--- config.mk ---
export PLATFORM = sky130hd
export DESIGN_NAME = pixel_frame_ctrl
export DESIGN_NICKNAME = d
export VERILOG_FILES = /design/src/rtl/pixel_frame_ctrl.sv
export SDC_FILE = /design/constraint.sdc
export NUM_CORES = 1
export LEC_CHECK = 0
export BUFFER_PORTS_ARGS = -buffer_cell sky130_fd_sc_hd__buf_2
export CAP_MARGIN = 20
export CELL_PAD_IN_SITES_DETAIL_PLACEMENT = 1
export CELL_PAD_IN_SITES_GLOBAL_PLACEMENT = 2
export CORE_MARGIN = 1.5
export CORE_UTILIZATION = 39
export CTS_CLUSTER_SIZE = 25
export DETAILED_ROUTE_END_ITERATION = 10
export PLACE_DENSITY = 0.94
export SYNTH_ARGS = -nofsm -noshare
export SYNTH_HDL_FRONTEND = slang
export SYNTH_SLANG_ARGS = --single-unit
--- constraint.sdc ---
create_clock -name clk -period 5.8 [get_ports clk]
set_clock_uncertainty 0.2 [all_clocks]
set_input_delay 1.16 -clock clk [delete_from_list [all_inputs] [get_ports clk]]
set_output_delay 1.16 -clock clk [all_outputs]
set_load 0.05 [all_outputs]
--- src/rtl/pixel_frame_ctrl.sv ---
// ---------------------------------------------------------------------------
// pixel_frame_ctrl
//
// Frame sequencer for the pixel array. After an init request it walks
// ERASE -> EXPOSE -> CONVERT -> READ1 -> READ2 and then returns to IDLE.
// Each phase drives its own control line. During CONVERT it also produces
// the shared ADC ramp count. The exposure setting can be adjusted only
// while the sequencer is idle.
//
// Ports
//   clk         system clock, rising edge
//   reset       asynchronous, active-high reset
//   init        frame start request (rising-edge sensitive)
//   exp_inc     exposure increment request (rising-edge sensitive)
//   exp_dec     exposure decrement request (rising-edge sensitive)
//   erase       pixel erase control (high in ERASE only)
//   expose      pixel expose control (high in EXPOSE only)
//   convert     ADC conversion active (high in CONVERT only)
//   read1       readout phase 1 (high in READ1 only)
//   read2       readout phase 2 (high in READ2 only)
//   adc_count   ADC ramp value, counts 0..2^ADC_BITS-1 during CONVERT
//   exp_time    current exposure setting in EXP_UNIT-cycle units
//   busy        high whenever the sequencer is not idle
//   frame_done  one-cycle pulse in the first IDLE cycle after READ2
// ---------------------------------------------------------------------------
module pixel_frame_ctrl #(
    parameter int ERASE_CYCLES = 5,
    parameter int EXP_UNIT     = 4,
    parameter int EXP_MIN      = 2,
    parameter int EXP_MAX      = 30,
    parameter int EXP_RESET    = 16,
    parameter int ADC_BITS     = 8,
    parameter int READ_CYCLES  = 5
) (
    input  logic                clk,
    input  logic                reset,
    input  logic                init,
    input  logic                exp_inc,
    input  logic                exp_dec,
    output logic                erase,
    output logic                expose,
    output logic                convert,
    output logic                read1,
    output logic                read2,
    output logic [ADC_BITS-1:0] adc_count,
    output logic [4:0]          exp_time,
    output logic                busy,
    output logic                frame_done
);

    // The phase counter must hold the longest duration-1. That is the
    // conversion length or the longest exposure, whichever is larger.
    // 16 bits covers every sensible parameter choice.
    localparam int CNT_W = 16;

    localparam logic [CNT_W-1:0] ERASE_LOAD   = CNT_W'(ERASE_CYCLES - 1);
    localparam logic [CNT_W-1:0] CONVERT_LOAD = CNT_W'((1 << ADC_BITS) - 1);
    localparam logic [CNT_W-1:0] READ_LOAD    = CNT_W'(READ_CYCLES - 1);
    localparam logic [CNT_W-1:0] EXP_UNIT_W   = CNT_W'(EXP_UNIT);
    localparam logic [4:0]       EXP_MIN_V    = 5'(EXP_MIN);
    localparam logic [4:0]       EXP_MAX_V    = 5'(EXP_MAX);
    localparam logic [4:0]       EXP_RESET_V  = 5'(EXP_RESET);

    typedef enum logic [2:0] {
        ST_IDLE,
        ST_ERASE,
        ST_EXPOSE,
        ST_CONVERT,
        ST_READ1,
        ST_READ2
    } state_t;

    state_t               state_q, state_d;
    logic [CNT_W-1:0]     cnt_q, cnt_d;
    logic [ADC_BITS-1:0]  adc_q, adc_d;
    logic [4:0]           exp_q, exp_d;
    logic                 done_q, done_d;
    logic                 init_prev_q, init_prev_d;
    logic                 inc_prev_q, inc_prev_d;
    logic                 dec_prev_q, dec_prev_d;

    logic                 init_edge;
    logic                 inc_edge;
    logic                 dec_edge;
    logic                 phase_end;
    logic [CNT_W-1:0]     expose_load;

    // A request counts only on the cycle where its input is 1 and the
    // previous sample was 0. A held level therefore produces one event.
    assign init_edge = init    & ~init_prev_q;
    assign inc_edge  = exp_inc & ~inc_prev_q;
    assign dec_edge  = exp_dec & ~dec_prev_q;

    assign phase_end   = (cnt_q == '0);
    assign expose_load = (CNT_W'(exp_q) * EXP_UNIT_W) - CNT_W'(1);

    // Next-state logic. The counter is loaded with duration-1 when a phase
    // is entered, and the state advances on the edge where it reads zero.
    // exp_q cannot change outside IDLE. Loading the EXPOSE count from it
    // therefore fixes the exposure of the frame already in flight.
    always_comb begin
        state_d     = state_q;
        cnt_d       = cnt_q;
        adc_d       = '0;
        exp_d       = exp_q;
        done_d      = 1'b0;
        init_prev_d = init;
        inc_prev_d  = exp_inc;
        dec_prev_d  = exp_dec;

        case (state_q)
            ST_IDLE: begin
                if (inc_edge && !dec_edge && (exp_q < EXP_MAX_V)) begin
                    exp_d = exp_q + 5'd1;
                end else if (dec_edge && !inc_edge && (exp_q > EXP_MIN_V)) begin
                    exp_d = exp_q - 5'd1;
                end
                if (init_edge) begin
                    state_d = ST_ERASE;
                    cnt_d   = ERASE_LOAD;
                end
            end
            ST_ERASE: begin
                if (phase_end) begin
                    state_d = ST_EXPOSE;
                    cnt_d   = expose_load;
                end else begin
                    cnt_d = cnt_q - CNT_W'(1);
                end
            end
            ST_EXPOSE: begin
                if (phase_end) begin
                    state_d = ST_CONVERT;
                    cnt_d   = CONVERT_LOAD;
                end else begin
                    cnt_d = cnt_q - CNT_W'(1);
                end
            end
            ST_CONVERT: begin
                if (phase_end) begin
                    state_d = ST_READ1;
                    cnt_d   = READ_LOAD;
                end else begin
                    cnt_d = cnt_q - CNT_W'(1);
                    adc_d = adc_q + ADC_BITS'(1);
                end
            end
            ST_READ1: begin
                if (phase_end) begin
                    state_d = ST_READ2;
                    cnt_d   = READ_LOAD;
                end else begin
                    cnt_d = cnt_q - CNT_W'(1);
                end
            end
            ST_READ2: begin
                if (phase_end) begin
                    state_d = ST_IDLE;
                    done_d  = 1'b1;
                end else begin
                    cnt_d = cnt_q - CNT_W'(1);
                end
            end
            default: begin
                state_d = ST_IDLE;
            end
        endcase
    end

    // The state and data registers. Reset clears everything except the
    // exposure setting, which returns to its power-on default.
    always_ff @(posedge clk or posedge reset) begin
        if (reset) begin
            state_q     <= ST_IDLE;
            cnt_q       <= '0;
            adc_q       <= '0;
            exp_q       <= EXP_RESET_V;
            done_q      <= 1'b0;
            init_prev_q <= 1'b0;
            inc_prev_q  <= 1'b0;
            dec_prev_q  <= 1'b0;
        end else begin
            state_q     <= state_d;
            cnt_q       <= cnt_d;
            adc_q       <= adc_d;
            exp_q       <= exp_d;
            done_q      <= done_d;
            init_prev_q <= init_prev_d;
            inc_prev_q  <= inc_prev_d;
            dec_prev_q  <= dec_prev_d;
        end
    end

    // The control lines are Moore outputs decoded from the state register.
    // As a result, an asynchronous reset drops them immediately.
    assign erase      = (state_q == ST_ERASE);
    assign expose     = (state_q == ST_EXPOSE);
    assign convert    = (state_q == ST_CONVERT);
    assign read1      = (state_q == ST_READ1);
    assign read2      = (state_q == ST_READ2);
    assign busy       = (state_q != ST_IDLE);
    assign adc_count  = adc_q;
    assign exp_time   = exp_q;
    assign frame_done = done_q;

endmodule

### Word-level counts from Yosys, hierarchy flattened

Cells that the tools add are included.

| storage, ports and cells | value |
|---|---|
| flip-flop bits (word level) | 36 |
| bits of input ports | 5 |
| word-level logic and storage cells | 67 |

| cells by class | value |
|---|---|
| add/subtract/negate cells | 5 |
| magnitude comparators | 2 |
| equal/unequal tests | 12 |
| muxes and demuxes | 19 |
| bitwise operators | 6 |
| reductions and logical operators | 15 |

Operators by type and width:

| operator | number |
|---|---|
| 2-to-1 mux 16 bit | 5 |
| one-hot mux 16 bit (5 select lines) | 1 |
| 2-to-1 mux 3 bit | 6 |
| one-hot mux 3 bit (6 select lines) | 1 |
| logical NOT 16 bit | 1 |
| 2-to-1 mux 8 bit | 2 |
| subtractor 16 x 1 -> 16 bit, second input constant | 1 |
| 2-to-1 mux 5 bit | 2 |
| inequality test 2 x 1 -> 1 bit, second input constant | 5 |
| adder 8 x 1 -> 8 bit, second input constant | 1 |
| subtractor 7 x 1 -> 8 bit, second input constant | 1 |
| equality test 3 x 2 -> 1 bit, second input constant | 2 |
| equality test 3 bit, second input constant | 2 |
| AND reduction 6 bit | 1 |
| adder 5 x 1 -> 5 bit, second input constant | 1 |
| greater-than comparator 5 x 2 -> 1 bit, second input constant | 1 |
| less-than comparator 5 bit, second input constant | 1 |
| nonzero test 5 bit | 1 |
| subtractor 5 x 1 -> 5 bit, second input constant | 1 |
| logical AND 1 bit | 4 |
| inequality test 2 bit, second input constant | 2 |
| bitwise AND 1 bit | 3 |
| equality test 3 x 1 -> 1 bit, second input constant | 1 |
| logical NOT 3 bit | 1 |
| other kinds (8) | 12 |

### Longest topological paths before layout

| logic depth | value |
|---|---|
| depth in word-level cells | 7 |
| gate-level depth with buffers | 10 |

### Least setup slack after synthesis

No wires, ideal clock.

| timing path | value |
|---|---|
| path kind | reg2out |
| start | reg state_q[2] |
| end | out expose |
| arrival | 1,654 ps |
| data required time | 4,440 ps |
| setup slack | 2,786 ps |
| cell stages (with the launch flop) | 5 |
| cells stage by stage | dfrtp_1 clkbuf_1 clkbuf_1 nand2b_1 nor2_1 |

| between the ends | value |
|---|---|
| cells in the longest elaborated chain, start to end | 1 |

Ends and longest elaborated chain:

| element | line | text |
|---|---|---|
| from (decl) | 73 | `state_t state_q, state_d;` |
| from (signal assigned) | 183 | `state_q <= state_d;` |
| equality test 3 x 2 -> 1 bit | 197 | `assign expose = (state_q == ST_EXPOSE);` |
| to (decl) | 41 | `output logic expose,` |

Every way passes these cells.

### Worst setup path in the final report

| timing path | value |
|---|---|
| start | reg state_q[2] |
| end | out read2 |

| between the ends | value |
|---|---|
| cells in the longest elaborated chain, start to end | 1 |

Ends and longest elaborated chain:

| element | line | text |
|---|---|---|
| equality test 3 bit | 200 | `assign read2 = (state_q == ST_READ2);` |
| to (decl) | 44 | `output logic read2,` |

Every way passes these cells.

==> results.py <==
metrics = {
    "global_routing": {
        "track_usage": 0.2305,
        "grt_max_degree": 37,
        "grt_util_met3": 0.04000,
        "grt_pass1_vias": 2275,
        "grt_pass1_wl_mm": 11.62,
        "grt_overflow": 0,
        "grt-busiest-layer": "met2",
        "antenna_found_initial": 0,
        "use_met1": 0.3109,
        "met2_usage": 0.3738,
    },
    "synth": {
        "syn-num-nets": 285,
        "seq_area_frac_synth": 0.3707,
        "syn_area_sq_um": 2434,
        "synth_top_cell_by_area": "dfrtp_1",
        "synth_top_cell_area_share": 0.3599,
        "avgSynthCellArea_sq_um": 8.947,
        "ys_dominant_reg_cell": "dfrtp_1",
        "yosys_warnings": 0,
        "synthCells": 272,
        "synth_edf_count": 0,
        "synthArstFlopShare": 1.000,
        "synthTopCellsByArea": "dfrtp_1 36%, nor2_1 5.1%, o21ai_0 3.7%, ha_1 3.6%, nand2_1 2.9%",
        "ys_seq_elements": 36,
        "ys_types": 59,
    },
    "placed_design": {
        "finalWeightedCongestion": 0.8570,
        "dpl.hpwl_mm": 4.949,
        "port_buffers": 24,
    },
    "sta": {
        "finalHoldViolCount": 0,
        "period_minus_slack_ns": 3.578,
        "whs_ns": 0.3500,
        "worst_pin_slew_ns": 0.7623,
        "final.setup.tns_ns": 0,
        "rsz0062_at_grt": "no",
        "slew_violations": 0,
        "setup_viol": 0,
        "max_slew_margin": 0.4918,
        "max_freq_mhz": 279.5,
        "period_share": 0.6168,
    },
    "worst_setup_path": {
        "cp_max_fo": 23,
        "crit_path_end_kind": "output port",
        "worstPathRequired_ns": 4.44,
        "startpoint_type": "register",
        "cp_cell_sequence": "inv_1, nor2_1, and2_1, buf_2",
        "worstSetupPathType": "reg -> out",
        "slowest_stage": "dfrtp_1",
        "slowest_delay_ns": 0.84,
        "worst-endpoint-arrival_ns": 2.22,
    },
    "final_layout": {
        "nNetsFinal": 306,
        "diodes": 0,
        "areaGrowthSynthToFinish_pct": 10.59,
        "layout_common_cells": "35 x dfrtp_1, 33 x nor2_1, 24 x buf_2",
        "final_common_cell": "dfrtp_1",
        "drive_above_1_share": 0.1633,
    },
    "min_path": {
        "hold_class": "reg -> reg",
    },
    "clocking": {
        "cts_buffer_depth": 2,
        "cts_tree": "done",
        "cts_setup_buffers": 0,
        "numCtsBuffers": 5,
        "holdBufCountCts": 0,
        "cts-root-buf": "clkbuf_8",
        "worstSkewPairLatency_ns": 0.30,
        "path_clk_slew_ns": 0.08,
        "cts.sinks": 36,
        "cts_resized": 0,
        "h-tree-depth": 2,
    },
    "route": {
        "viasPerCell": 5.986,
        "dr.pass1.iters": 4,
        "drt_wl_total_mm": 7.045,
        "dr.first_iter.drc_count": 114,
        "num_vias": 2209,
        "drc_errors": 0,
        "final_antenna_net_count": 0,
        "detail_route.wl_per_cell_microns": 19.09,
    },
    "floorplan": {
        "ios": 25,
        "core_sq_um": 5956,
        "fp-row-count": 28,
        "dieArea_sq_um": 6723,
        "die-height_microns": 82.00,
        "die-width_microns": 82.00,
        "start_util": 0.4086,
    },
    "power": {
        "p_per_area_nw_per_um2": 521.4,
        "p_leak_nw": 1.197,
        "ir_worst_vdd_mv": 0.3677,
    },
    "status": {
        "status": "finished clean",
    },
    "run": {
        "maxCapViolations": 0,
    },
}
-- per-layer routing --
layer / up-vias / wire length (microns)
li1: 1045 / -
met1: 1103 / 3226
met2: 51 / 3407
met3: 10 / 298
met4: 0 / 113
met5: - / 0
-- state kept, by name (all words and copies together) (netlist names) --
signal	cells
inc_prev_q	1
cnt_q	16
dec_prev_q	1
init_prev_q	1
frame_done	1
exp_time	5
state_q	3
adc_count	8
-- report_power, final --
part	leakage, nW	internal [mW]	total [mW]	switching (mW)
Combinational	0.690	0.270	0.717	0.447
Clock	0.0479	0.0839	0.188	0.104
Sequential	0.460	0.327	0.499	0.172
-- area by class of cell --
| type | instances | area (sq um) |
|---|---|---|
| tap | 75 | 93.84 |
| timing repair buffer | 25 | 127.6 |
| fill | 713 | 3264 |
| sequential | 36 | 902.1 |
| clock buffer | 5 | 68.82 |
| clock inverter | 3 | 18.77 |
| multi-input combinational | 215 | 1443 |
| inverter | 10 | 37.54 |
-- critical path: cells and delay by family (launching register included) --
| kind | cells | cell delay [ns] |
|---|---|---|
| buffers and inverters | 2 | 0.48 |
| DFF | 1 | 0.84 |
| and+or+nand+nor | 2 | 0.59 |
-- stage by stage --
step | std cells | area (sq um) | util | power (mW) | worst slack (ns)
after floorplan | 272 | 2434 | - | 1.033 | 2.786
after global placement | 361 | 2604 | 0.4372 | 1.179 | 2.675
after detailed placement | 361 | 2604 | 0.4372 | 1.203 | 2.599
after CTS | 369 | 2691 | 0.4519 | 1.402 | 2.251
after global routing | 369 | 2691 | 0.4519 | 1.502 | 2.082
final | 369 | 2691 | 0.4519 | 1.403 | 2.222
-- kinds of logic after synthesis --
family,after synthesis,share of synthesized area
simple gates,120,0.2853
compound gates,70,0.2005
flops,36,0.3707
buf+inv,21,0.03650
xor+xnor,15,0.05399
fa+ha+maj,9,0.04833
mux,1,0.004627
-- path summary, 6_finish.rpt --
path / cells past startpoint / start / end / slack [ns]
max in group asynchronous: 3 / reset / exp_time[4] / 4.25
setup reg to reg: 7 / cnt_q[0] / cnt_q[12] / 2.73
hold reg to reg: 1 / adc_count[0] / adc_count[0] / 0.35
hold / removal: 1 / adc_count[0] / adc_count[0] / 0.35
setup / recovery: 4 / state_q[2] / read2 / 2.22
min in group asynchronous: 3 / reset / dec_prev_q / 0.79
-- synthesized netlist by cell type (3+ instances only) --
cell and n:
a211o_1 5, a21o_1 3, a21oi_1 12, and2_1 3
and3_1 4, clkbuf_1 8, dfrtp_1 35, ha_1 7
inv_1 10, nand2_1 19, nand2b_1 7, nand3_1 11
nand3b_1 3, nor2_1 33, nor3_1 13, nor3b_1 3
nor4_1 5, nor4_4 3, o211ai_1 3, o21ai_0 18
o2bb2ai_1 3, o31ai_1 4, xnor2_1 7, xor2_1 8
Note: power is estimated with default switching activity, not from simulation.
